### config.mk
export PLATFORM = sky130hd
export DESIGN_NAME = vga_embarcacao_param
export DESIGN_NICKNAME = d
export VERILOG_FILES = /design/src/rtl/vga_embarcacao_param.sv
export SDC_FILE = /design/constraint.sdc
export NUM_CORES = 1
export LEC_CHECK = 0
export BUFFER_PORTS_ARGS = -buffer_cell sky130_fd_sc_hd__buf_2
export CAP_MARGIN = 10
export CORE_ASPECT_RATIO = 1.5
export CORE_MARGIN = 1.5
export CORE_UTILIZATION = 60
export DETAILED_ROUTE_END_ITERATION = 6
export GPL_TIMING_DRIVEN = 1
export HOLD_SLACK_MARGIN = 0.08
export PLACE_DENSITY = 0.8
export SYNTH_ARGS = -nofsm -noshare
export SYNTH_HDL_FRONTEND = slang
export SYNTH_SLANG_ARGS = --single-unit
### constraint.sdc
create_clock -name clk -period 5.1 [get_ports clk]
set_input_delay 0.51 -clock clk [delete_from_list [all_inputs] [get_ports clk]]
set_output_delay 0.51 -clock clk [all_outputs]
set_load 0.1 [all_outputs]
### src/rtl/vga_embarcacao_param.sv
// Parametrised NCELL-cell ship renderer with shot handshake, sunk flag and blinking hits.
// Optional white cell outline when VGA_CONTORNO_EN is defined.
module vga_embarcacao_param #(
  parameter int NCELL      = 2,
  parameter int GRID       = 8,
  parameter int X0         = 16,
  parameter int Y0         = 16,
  parameter int PITCH_X    = 62,
  parameter int PITCH_Y    = 57,
  parameter int CELL_W     = 54,
  parameter int CELL_H     = 49,
  parameter int BLINK_LOG2 = 4
) (
  input  logic               clk,
  input  logic               rst_n,
  input  logic               areaAtiva,
  input  logic [9:0]         coluna,
  input  logic [9:0]         linha,
  input  logic               carregar,
  input  logic [8*NCELL-1:0] posicoesEmbarcacao,
  input  logic               tiro_valido,
  input  logic [3:0]         tiro_x,
  input  logic [3:0]         tiro_y,
  output logic               tiro_ack,
  output logic               acerto,
  output logic               afundado,
  output logic               rgb_r,
  output logic               rgb_g,
  output logic               rgb_b
);

  // state | meaning
  // IDLE  | waiting for a shot request
  // CHECK | latched shot compared against enabled cells
  // RESP  | tiro_ack pulse, hit bits updated
  typedef enum logic [1:0] {IDLE, CHECK, RESP} state_t;

  localparam logic [3:0] GRID_W = 4'(GRID);
  localparam logic [9:0] X0_W   = 10'(X0);
  localparam logic [9:0] Y0_W   = 10'(Y0);
  localparam logic [9:0] PX_W   = 10'(PITCH_X);
  localparam logic [9:0] PY_W   = 10'(PITCH_Y);
  localparam logic [9:0] CW_W   = 10'(CELL_W);
  localparam logic [9:0] CH_W   = 10'(CELL_H);
  localparam logic [BLINK_LOG2-1:0] FRAME_ONE = {{(BLINK_LOG2-1){1'b0}}, 1'b1};

  state_t               state_q, state_d;
  logic [8*NCELL-1:0]   pos_q;
  logic [NCELL-1:0]     en_c, en_q, match_c, match_q, match_d, hit_q, hit_d;
  logic [NCELL-1:0]     inside_c, border_c;
  logic [9:0]           left_c [NCELL];
  logic [9:0]           down_c [NCELL];
  logic [9:0]           left_q [NCELL];
  logic [9:0]           down_q [NCELL];
  logic [3:0]           shot_x_q, shot_x_d, shot_y_q, shot_y_d;
  logic                 afundado_q, afundado_d;
  logic [BLINK_LOG2-1:0] frame_q;
  logic                 blink;
  logic [2:0]           rgb_q, rgb_d;

  for (genvar g = 0; g < NCELL; g++) begin : g_cell
    logic [3:0] cx, cy;
    assign cx = pos_q[8*g +: 4];
    assign cy = pos_q[8*g+4 +: 4];
    assign en_c[g]    = (cx != 4'd0) && (cx <= GRID_W) && (cy != 4'd0) && (cy <= GRID_W);
    assign left_c[g]  = X0_W + (10'(cx) - 10'd1) * PX_W;
    assign down_c[g]  = Y0_W + (10'(cy) - 10'd1) * PY_W;
    assign match_c[g] = en_c[g] && (cx == shot_x_q) && (cy == shot_y_q);
    assign inside_c[g] = en_q[g] &&
                         (coluna > left_q[g]) && (coluna < left_q[g] + CW_W) &&
                         (linha  > down_q[g]) && (linha  < down_q[g] + CH_W);
`ifdef VGA_CONTORNO_EN
    logic col_in, lin_in;
    assign col_in = (coluna >= left_q[g]) && (coluna <= left_q[g] + CW_W);
    assign lin_in = (linha  >= down_q[g]) && (linha  <= down_q[g] + CH_W);
    assign border_c[g] = en_q[g] &&
        ((((coluna == left_q[g]) || (coluna == left_q[g] + CW_W)) && lin_in) ||
         (((linha  == down_q[g]) || (linha  == down_q[g] + CH_W)) && col_in));
`else
    assign border_c[g] = 1'b0;
`endif
  end

  // Load has priority: it aborts any shot in flight and clears the hit mask.
  always_comb begin
    state_d  = state_q;
    shot_x_d = shot_x_q;
    shot_y_d = shot_y_q;
    match_d  = match_q;
    hit_d    = hit_q;
    tiro_ack = 1'b0;
    acerto   = 1'b0;
    case (state_q)
      IDLE: begin
        if (tiro_valido) begin
          shot_x_d = tiro_x;
          shot_y_d = tiro_y;
          state_d  = CHECK;
        end
      end
      CHECK: begin
        match_d = match_c;
        state_d = RESP;
      end
      RESP: begin
        tiro_ack = 1'b1;
        acerto   = |match_q;
        hit_d    = hit_q | match_q;
        state_d  = IDLE;
      end
      default: state_d = IDLE;
    endcase
    if (carregar) begin
      state_d  = IDLE;
      hit_d    = '0;
      tiro_ack = 1'b0;
      acerto   = 1'b0;
    end
  end

  assign afundado_d = (|en_c) && ((hit_d & en_c) == en_c);
  assign blink      = frame_q[BLINK_LOG2-1];

  always_comb begin
    rgb_d = 3'b000;
    if (areaAtiva) begin
      if (|inside_c) begin
        if (afundado_q)                 rgb_d = 3'b100;
        else if (|(inside_c & hit_q))   rgb_d = blink ? 3'b100 : 3'b000;
        else                            rgb_d = 3'b001;
      end else if (|border_c) begin
        rgb_d = 3'b111;
      end
    end
  end

  always_ff @(posedge clk or negedge rst_n) begin
    if (!rst_n) begin
      state_q    <= IDLE;
      pos_q      <= '0;
      en_q       <= '0;
      hit_q      <= '0;
      match_q    <= '0;
      shot_x_q   <= '0;
      shot_y_q   <= '0;
      afundado_q <= 1'b0;
      frame_q    <= '0;
      rgb_q      <= '0;
      for (int i = 0; i < NCELL; i++) begin
        left_q[i] <= '0;
        down_q[i] <= '0;
      end
    end else begin
      state_q    <= state_d;
      if (carregar) pos_q <= posicoesEmbarcacao;
      en_q       <= en_c;
      hit_q      <= hit_d;
      match_q    <= match_d;
      shot_x_q   <= shot_x_d;
      shot_y_q   <= shot_y_d;
      afundado_q <= afundado_d;
      if ((coluna == 10'd0) && (linha == 10'd0)) frame_q <= frame_q + FRAME_ONE;
      rgb_q      <= rgb_d;
      for (int i = 0; i < NCELL; i++) begin
        left_q[i] <= left_c[i];
        down_q[i] <= down_c[i];
      end
    end
  end

  assign afundado = afundado_q;
  assign {rgb_r, rgb_g, rgb_b} = rgb_q;

endmodule

# == Word level (Yosys, flattened, before mapping) ==
# Cells that the tools add are included.
# op_classes
add_sub_neg,13
mul,4
div,0
n_lt_le_gt_ge,12
n_eq_ne,8
shifts,0
muxes,14
bitwise,3
reduce_logical,32
# ops
cell,n
$add 10x6->10 const B,4
$add 5x10->10 const A,4
$gt 10x10->1,4
$lt 10x10->1,4
$logic_and 1x1->1,20
$logic_not 10->1,2
$mul 10x5->9 const B,2
$mul 5x7->10 const B,2
$sub 4x1->5 const B,4
$eq 4x4->1,4
$le 4x4->1 const B,4
$reduce_bool 4->1,4
$mux 3,5
$mux 2,4
$reduce_or 2->1,4
$add 4x1->4 const B,1
$and 2x2->2,2
$mux 1,4
$pmux 2 s2,1
$ne 3x3->1 const B,1
$eq 2x1->1 const B,1
$eq 2x2->1,1
$eq 2x2->1 const B,1
$logic_not 2->1,1
other kinds (2),2
# totals
ff_bits,80
latchBits,0
ram_bits,0
rom_bits,0
in_bits,49
out_inout_bits,6
word_cells,100
mem_count,0

# == Depth between registers and ports, before layout ==
# Gate-level depths: netlist of the first run.
# logic_depth
ltp_word,11
mapped_depth,17
mapped_depth_nobuf,17

# == Worst setup path after synthesis of the first run ==
# OpenSTA, ideal clock, no wires.
# synth_path
path_kind,input to output
from,input port carregar
to,output port acerto
t_arrival_ns,3.783
path_slack_ns,0.807
stages,2
n_path_buf,0
cell_sequence,nor3b_1 o21a_1
# synth_between
elab_chain_cells,1
# synth_lines
element,line,rtl
start: declaration,19,"input logic carregar,"
$mux 1,113,if (carregar) begin
end: declaration,25,"output logic acerto,"
# Every way passes these cells.

==> summary.md, run 1 <==
| Metric | Value |
|---|---|
| Die Wd | 93.1 µm |
| Clock Path Buffers | 2 |
| Vias in the first global route | 5868 |
| CP max stage cell | fa_1 |
| Async set or reset register ratio after synthesis | 1.00 |
| PnR worst setup slack | 0.712 ns |
| Slew HR | 0.359 |
| Setup Buffers After CTS | 0 |
| Post-route cell area | 0.00802 mm² |
| Critical setup path kind | flip-flop to flip-flop |
| Num CTS Buffers | 9 |
| Tot Pwr | 4.31 mW |
| I/O Buffers | 53 |
| Row count | 49 |
| Pre-CTS setup slack | 0.729 ns |
| Final Skew | 0.00519 ns |
| Placer Congestion | 0.918 |
| Initial Util | 0.611 |
| CP bufs+invs | 4 |
| Placeable Area | 0.0120 mm² |
| Placed cell areas | 0.00774 mm² |
| Non-filler instance count after layout | 972 |
| Die area | 0.0129 mm² |
| CTS tree | built |
| Detail Route Antenna Nets | 0 |
| Final Util | 0.671 |
| Setup violators final | 0 |
| CP arrival | 4.61 ns |
| Max_cap viols | 0 |
| Via Count | 5558 |
| Clock power frac | 0.139 |
| Root buffer cell | clkbuf_16 |
| Drt total wl | 15.6 mm |
| Crit path largest cell delay | 0.56 ns |
| Final HPWL DP | 13.0 mm |
| Hold Crit Class | primary input to asynchronous set/reset pin |
| Synth cell types | 53 |
| Largest net degree at the start of global routing | 78 |
| Seq cells post-synth | 77 |
| Area Overhead vs Synth | 9.79% |
| Worst skew pair latency | 0.34 ns |
| Fin crit share | 0.860 |
| Setup TNS | 0 ns |
| Critical-path maximum fanout | 6 |
| Most used cell, CP | inv_1 |
| Global-route wire length before repair | 26.4 mm |
| GRT overflow | 0 |
| Fill count | 946 |
| Clk sinks | 77 |
| Vias per cell | 5.72 |
| Most frequent cell after synthesis | ha_1 |
| Layout cell share with drive strength beyond 1 | 0.120 |
| Reg power frac | 0.214 |
| Status | finished, final reports clean |
| Yosys top cell area share | 0.264 |
| Mapped cell area | 0.00731 mm² |
| Commonest cells post-synth | 145 x ha_1, 96 x inv_1, 77 x dfrtp_1, 68 x xnor2_1, 40 x nand2_1 |
| Top FF cell, synth | dfrtp_1 |
| Die Y | 138 µm |
| Psw | 1.92 mW |
| Total GRT Usage | 0.259 |
| # diodes | 0 |
| Hold slack | 0.326 ns |
| Footprint of the multi-input gates | 0.00499 mm² |
| DRT Pass-1 Iters | 4 |
| Placed Cells | 956 |
| Internal power | 2.39 mW |
| Hold-fix buffers, CTS | 0 |
| Worst-path clk slew | 0.06 ns |
| # DRC | 0 |
| Cell family with most CP delay | adder cells |
| FF/Latch Area | 0.00193 mm² |
| Slew @ Worst Pin | 0.961 ns |
| DR WL/cell | 16.1 µm |
| Resized Gates After CTS | 0 |
| Sw Ratio | 0.446 |
| R2R setup slack | 0.71 ns |
| Synth area leaders | dfrtp_1 26%, ha_1 25%, xnor2_1 8.2%, fa_1 5.5%, inv_1 4.9% |
| CTS H-Tree Depth | 3 |
| Nature of the critical path startpoint | flip-flop |
| Maximum vdd drop | 0.231 mV |
| Synth Instances | 756 |
| Mapped Avg Cell Area | 9.67 µm² |
| Comb pwr share | 0.647 |
| Number of placed I/O pins | 55 |
| F_max | 0.228 GHz |
| EDFF count, synth | 0 |
| Post-synthesis sequential area ratio | 0.264 |
| Fin. max-slew vios | 0 |
| Initial antenna violation count | 0 |
| RSZ-0062 raised after global routing | false |
| Drt initial violations | 195 |
| Setup crit end kind | flip-flop |
| P per Cell Area | 538 mW/mm² |
| Net Count, Synth | 970 |
| Yosys top cell by area | dfrtp_1 |
| Final Hold Viols | 0 |
| YS warnings | 0 |
| Crit path required time | 5.32 ns |
| Crit path cell chain | inv_1 > ha_1 > a21boi_0 > xnor2_1 > inv_1 > ha_1 > inv_1 > fa_1 > inv_1 > ha_1 > and3_1 > a221o_1 > or4_1 > nand3_2 > nand4_1 > xnor2_1 |
| Tmin final | 4.39 ns |
| Leak | 4.03 nW |
| Nets | 1028 |
[layout make-up]
cell class                 count  area share
multi-input combinational    575       0.621
tap                          153      0.0239
inverter                      98      0.0459
timing repair buffer          53      0.0334
clock buffer                   9      0.0281
clock inverter                 7     0.00717
sequential                    77       0.240
[cells by family (layout without fill, tap and decap cells)]
kind of cell    Yosys count  after routing  share of synthesized area
flops                    77             77                      0.264
mux                      19             19                     0.0289
xor+xnor                 99             99                      0.119
other cells               1              1                   0.000513
simple gates            173            173                      0.125
compound gates          118            118                      0.107
buf+inv                 104            167                     0.0539
fa+ha+maj               165            165                      0.303
[worst register-to-register path, cell delays in order, from the launching register on]
cell and delay (ns):
dfrtp_1 0.40, inv_1 0.12, ha_1 0.22, a21boi_0 0.26, xnor2_1 0.27, inv_1 0.22, ha_1 0.36, inv_1 0.09
fa_1 0.56, inv_1 0.05, ha_1 0.33, and3_1 0.18, a221o_1 0.38, or4_1 0.43, nand3_2 0.11, nand4_1 0.13
xnor2_1 0.17
[final timing paths]
path	from	cells after the start	endpoint
max	pos_q[9]	16	left_q[9]
min	rst_n	1	pos_q[2]
max reg2reg	pos_q[9]	16	left_q[9]
min reg2reg	frame_q[2]	1	frame_q[2]
max in group asynchronous	rst_n	1	rgb_q[0]
min in group clk	posicoesEmbarcacao[10]	3	pos_q[10]
[flip-flops by register name, summed over array words and instances, names as in the netlist]
signal and cells:
shot_y_q 4, rgb_q 2, pos_q 16, down_q 20
shot_x_q 4, left_q 18, en_q 2, afundado 1
frame_q 4, hit_q 2, match_q 2, state_q 2
[power groups by stage]
stage | clock network [mW] | logic [mW] | registers (mW)
floorplan | 0 | 2.21 | 0.902
global placement | 0 | 2.60 | 0.926
detailed placement | 0 | 2.77 | 0.934
CTS | 0.612 | 2.81 | 0.923
global route | 0.638 | 3.17 | 0.941
finish | 0.600 | 2.79 | 0.923
[placed cells by master, fill, tap and decap left out, drive strengths merged, types with 8 or more instances in the layout]
master  count
fa         20
o211ai      8
inv       101
nor4       15
a21oi      30
nand3      23
xnor2      68
nand4      17
nand2      40
xor2       31
ha        145
nor3        8
o21ai      30
nand2b     12
dfrtp      77
clkbuf      9
nor2       24
buf        53
mux2       17
[per-layer routing]
metal  track usage  vias to the layer above  share of wire
met4        0.0989                        0          0.021
met3        0.0352                       30          0.038
li1              -                     2737              -
met1         0.298                     2677           0.39
met5             0                        -              0
met2         0.476                      114           0.55
Note: power is estimated with default switching activity, not from simulation.
==> run 2: changes to the inputs <==
Settings changed: REMOVE_ABC_BUFFERS set to 1.
==> run 2 against run 1 <==
  * Worst setup slack got worse by 0.031 ns
  * Clock-buffer cell count stayed put
  * Via count is 2.2% higher
  * Largest cell class unchanged
  * Global-route usage grew 1.8 points
  * Cell count decreased by 0.10%
  * Sequential share of layout area shrank 0.30 points
  * Utilization grew 0.85 points
  * Combinational power up 3%
==> summary.md, run 2 (synthesized netlist as in run 1, its figures left out) <==
| Metric | Value |
|---|---|
| Die Y | 138 µm (unchanged) |
| Resized Gates After CTS | 0 (unchanged) |
| Critical setup path kind | flip-flop to flip-flop |
| Fin. max-slew vios | 0 (unchanged) |
| Vias per cell | 5.85 (+2.3%) |
| # diodes | 0 (unchanged) |
| Nature of the critical path startpoint | flip-flop |
| Clock Path Buffers | 2 (unchanged) |
| Worst-path clk slew | 0.06 ns (about the same) |
| Drt total wl | 16.6 mm (+6.3%) |
| Top Registers | down_q x20, left_q x18, pos_q x16 |
| CP max stage cell | fa_1 |
| Placeable Area | 0.0120 mm² (unchanged) |
| Crit path required time | 5.37 ns (+0.05 ns) |
| Detail Route Antenna Nets | 0 (unchanged) |
| Most used cell, CP | fa_1 |
| Sw Ratio | 0.428 (-0.0180) |
| Area Overhead vs Synth | 11.2% |
| Placer Congestion | 0.855 (-6.9%) |
| Initial antenna violation count | 0 (unchanged) |
| Setup Buffers After CTS | 0 (unchanged) |
| RSZ-0062 raised after global routing | false |
| Hold-fix buffers, CTS | 0 (unchanged) |
| Global-route wire length before repair | 28.2 mm (+7.0%) |
| Die Wd | 93.1 µm (unchanged) |
| Clk sinks | 77 (unchanged) |
| Hold slack | 0.312 ns (-0.0135 ns) |
| Status | finished, final reports clean |
| Internal power | 2.65 mW (+11%) |
| CTS tree | built |
| Number of placed I/O pins | 55 (unchanged) |
| Row count | 49 (unchanged) |
| Final HPWL DP | 13.1 mm (+1.2%) |
| Via Count | 5680 (+2.2%) |
| Final Skew | 0.00584 ns (+0.000643 ns) |
| Clock power frac | 0.179 (+0.040) |
| Fin crit share | 0.866 (+0.00609) |
| Reg power frac | 0.200 (-0.014) |
| Slew HR | 0.338 (-0.0207) |
| Comb pwr share | 0.621 (-0.026) |
| Most frequent cells in the layout | 145 x ha_1, 96 x inv_1, 77 x dfrtp_1, 68 x xnor2_1, 52 x buf_2 |
| Drt initial violations | 226 (+16%) |
| Setup TNS | 0 ns (unchanged) |
| Final Hold Viols | 0 (unchanged) |
| CTS H-Tree Depth | 3 (unchanged) |
| Root buffer cell | clkbuf_16 |
| Setup crit end kind | flip-flop |
| Commonest non-fill, non-tap cell in the layout | ha_1 |
| DRT Pass-1 Iters | 4 (unchanged) |
| I/O Buffers | 53 (unchanged) |
| # DRC | 0 (unchanged) |
| Crit path largest cell delay | 0.60 ns (+0.04 ns) |
| Largest register FFs | 20 (unchanged) |
| Largest net degree at the start of global routing | 78 (unchanged) |
| Leak | 4.09 nW (+1.4%) |
| Total GRT Usage | 0.277 (+0.0183) |
| Hold Crit Class | primary input to asynchronous set/reset pin |
| Max_cap viols | 0 (unchanged) |
| DR WL/cell | 17.1 µm (+6.4%) |
| F_max | 0.226 GHz (-0.70%) |
| Crit path cell chain | inv_1 > ha_1 > xor2_1 > inv_1 > fa_1 > fa_1 > fa_1 > inv_1 > ha_1 > fa_1 > a21o_1 > a21oi_1 > xnor2_1 |
| Nets | 1028 (unchanged) |
| Top reg by flops | down_q |
| P per Cell Area | 570 mW/mm² (+6.0%) |
| Worst skew pair latency | 0.33 ns (about the same) |
| Tmin final | 4.42 ns (+0.0311 ns) |
| CP arrival | 4.68 ns (+0.07 ns) |
| Layout cell share with drive strength beyond 1 | 0.119 (-0.00108) |
| Die area | 0.0129 mm² (unchanged) |
| Initial Util | 0.611 (unchanged) |
| Setup violators final | 0 (unchanged) |
| Critical-path maximum fanout | 4 (-2) |
| Num CTS Buffers | 9 (unchanged) |
| Slew @ Worst Pin | 0.992 ns (+0.0311 ns) |
| Maximum vdd drop | 0.318 mV (+38%) |
| Vias in the first global route | 6241 (+6.4%) |
| GRT overflow | 0 (unchanged) |
| Psw | 1.98 mW (+3.0%) |
[run 2: worst max-delay path: cells and delay by family (launching register included)]
kind            cells  cell delay (ns)
buf+inv             3             0.41
fa+ha+maj           6             2.63
flops               1             0.43
xor+xnor            2             0.53
compound gates      2             0.35
[run 2: area by class of cell]
cell class              count  area (µm²)
repair buffers             53         268
flip-flops and latches     77        1930
clock inverters             6         159
clock buffers               9         225
fillers                   933        3830
well taps                 153         191
inverters                  98         368
multi-input cells         575        4990
[run 2: worst paths after layout]
kind | from | slack [ns] | to | depth (start not counted)
worst max-delay path | pos_q[12] | 0.68 | down_q[9] | 13
worst min-delay path | rst_n | 0.31 | left_q[18] | 1
worst max register to register | pos_q[12] | 0.68 | down_q[9] | 13
worst min register to register | frame_q[2] | 0.49 | frame_q[2] | 1
max in group asynchronous | rst_n | 4.12 | left_q[1] | 1
min in group clk | posicoesEmbarcacao[0] | 0.39 | pos_q[0] | 3
[run 2: power by group through the flow]
stage	Combinational, mW	Clock, mW	Sequential, mW
floorplan	2.20	0	0.902
global placement	2.61	0	0.924
detailed placement	2.80	0	0.930
CTS	2.88	0.838	0.922
global route	3.24	0.864	0.944
finish	2.88	0.830	0.925
[run 2: layer usage]
layer	track usage	wire, µm	vias up
met4	0.136	692	0
li1	-	-	2733
met5	0	0	-
met2	0.530	9170	140
met1	0.287	6280	2758
met3	0.0374	480	49
[run 2: stage by stage]
| stage | std cells | worst slack, ns | util | instance area [µm²] | power [mW] |
|---|---|---|---|---|---|
| after global placement | 956 | 0.993 | 0.647 | 7740 | 3.54 |
| after global routing | 971 | 0.320 | 0.680 | 8120 | 5.05 |
| after detailed placement | 956 | 0.835 | 0.647 | 7740 | 3.73 |
| after floorplan | 750 | 0.807 | - | 7280 | 3.11 |
| final | 971 | 0.681 | 0.680 | 8120 | 4.63 |
| after CTS | 971 | 0.702 | 0.680 | 8120 | 4.64 |
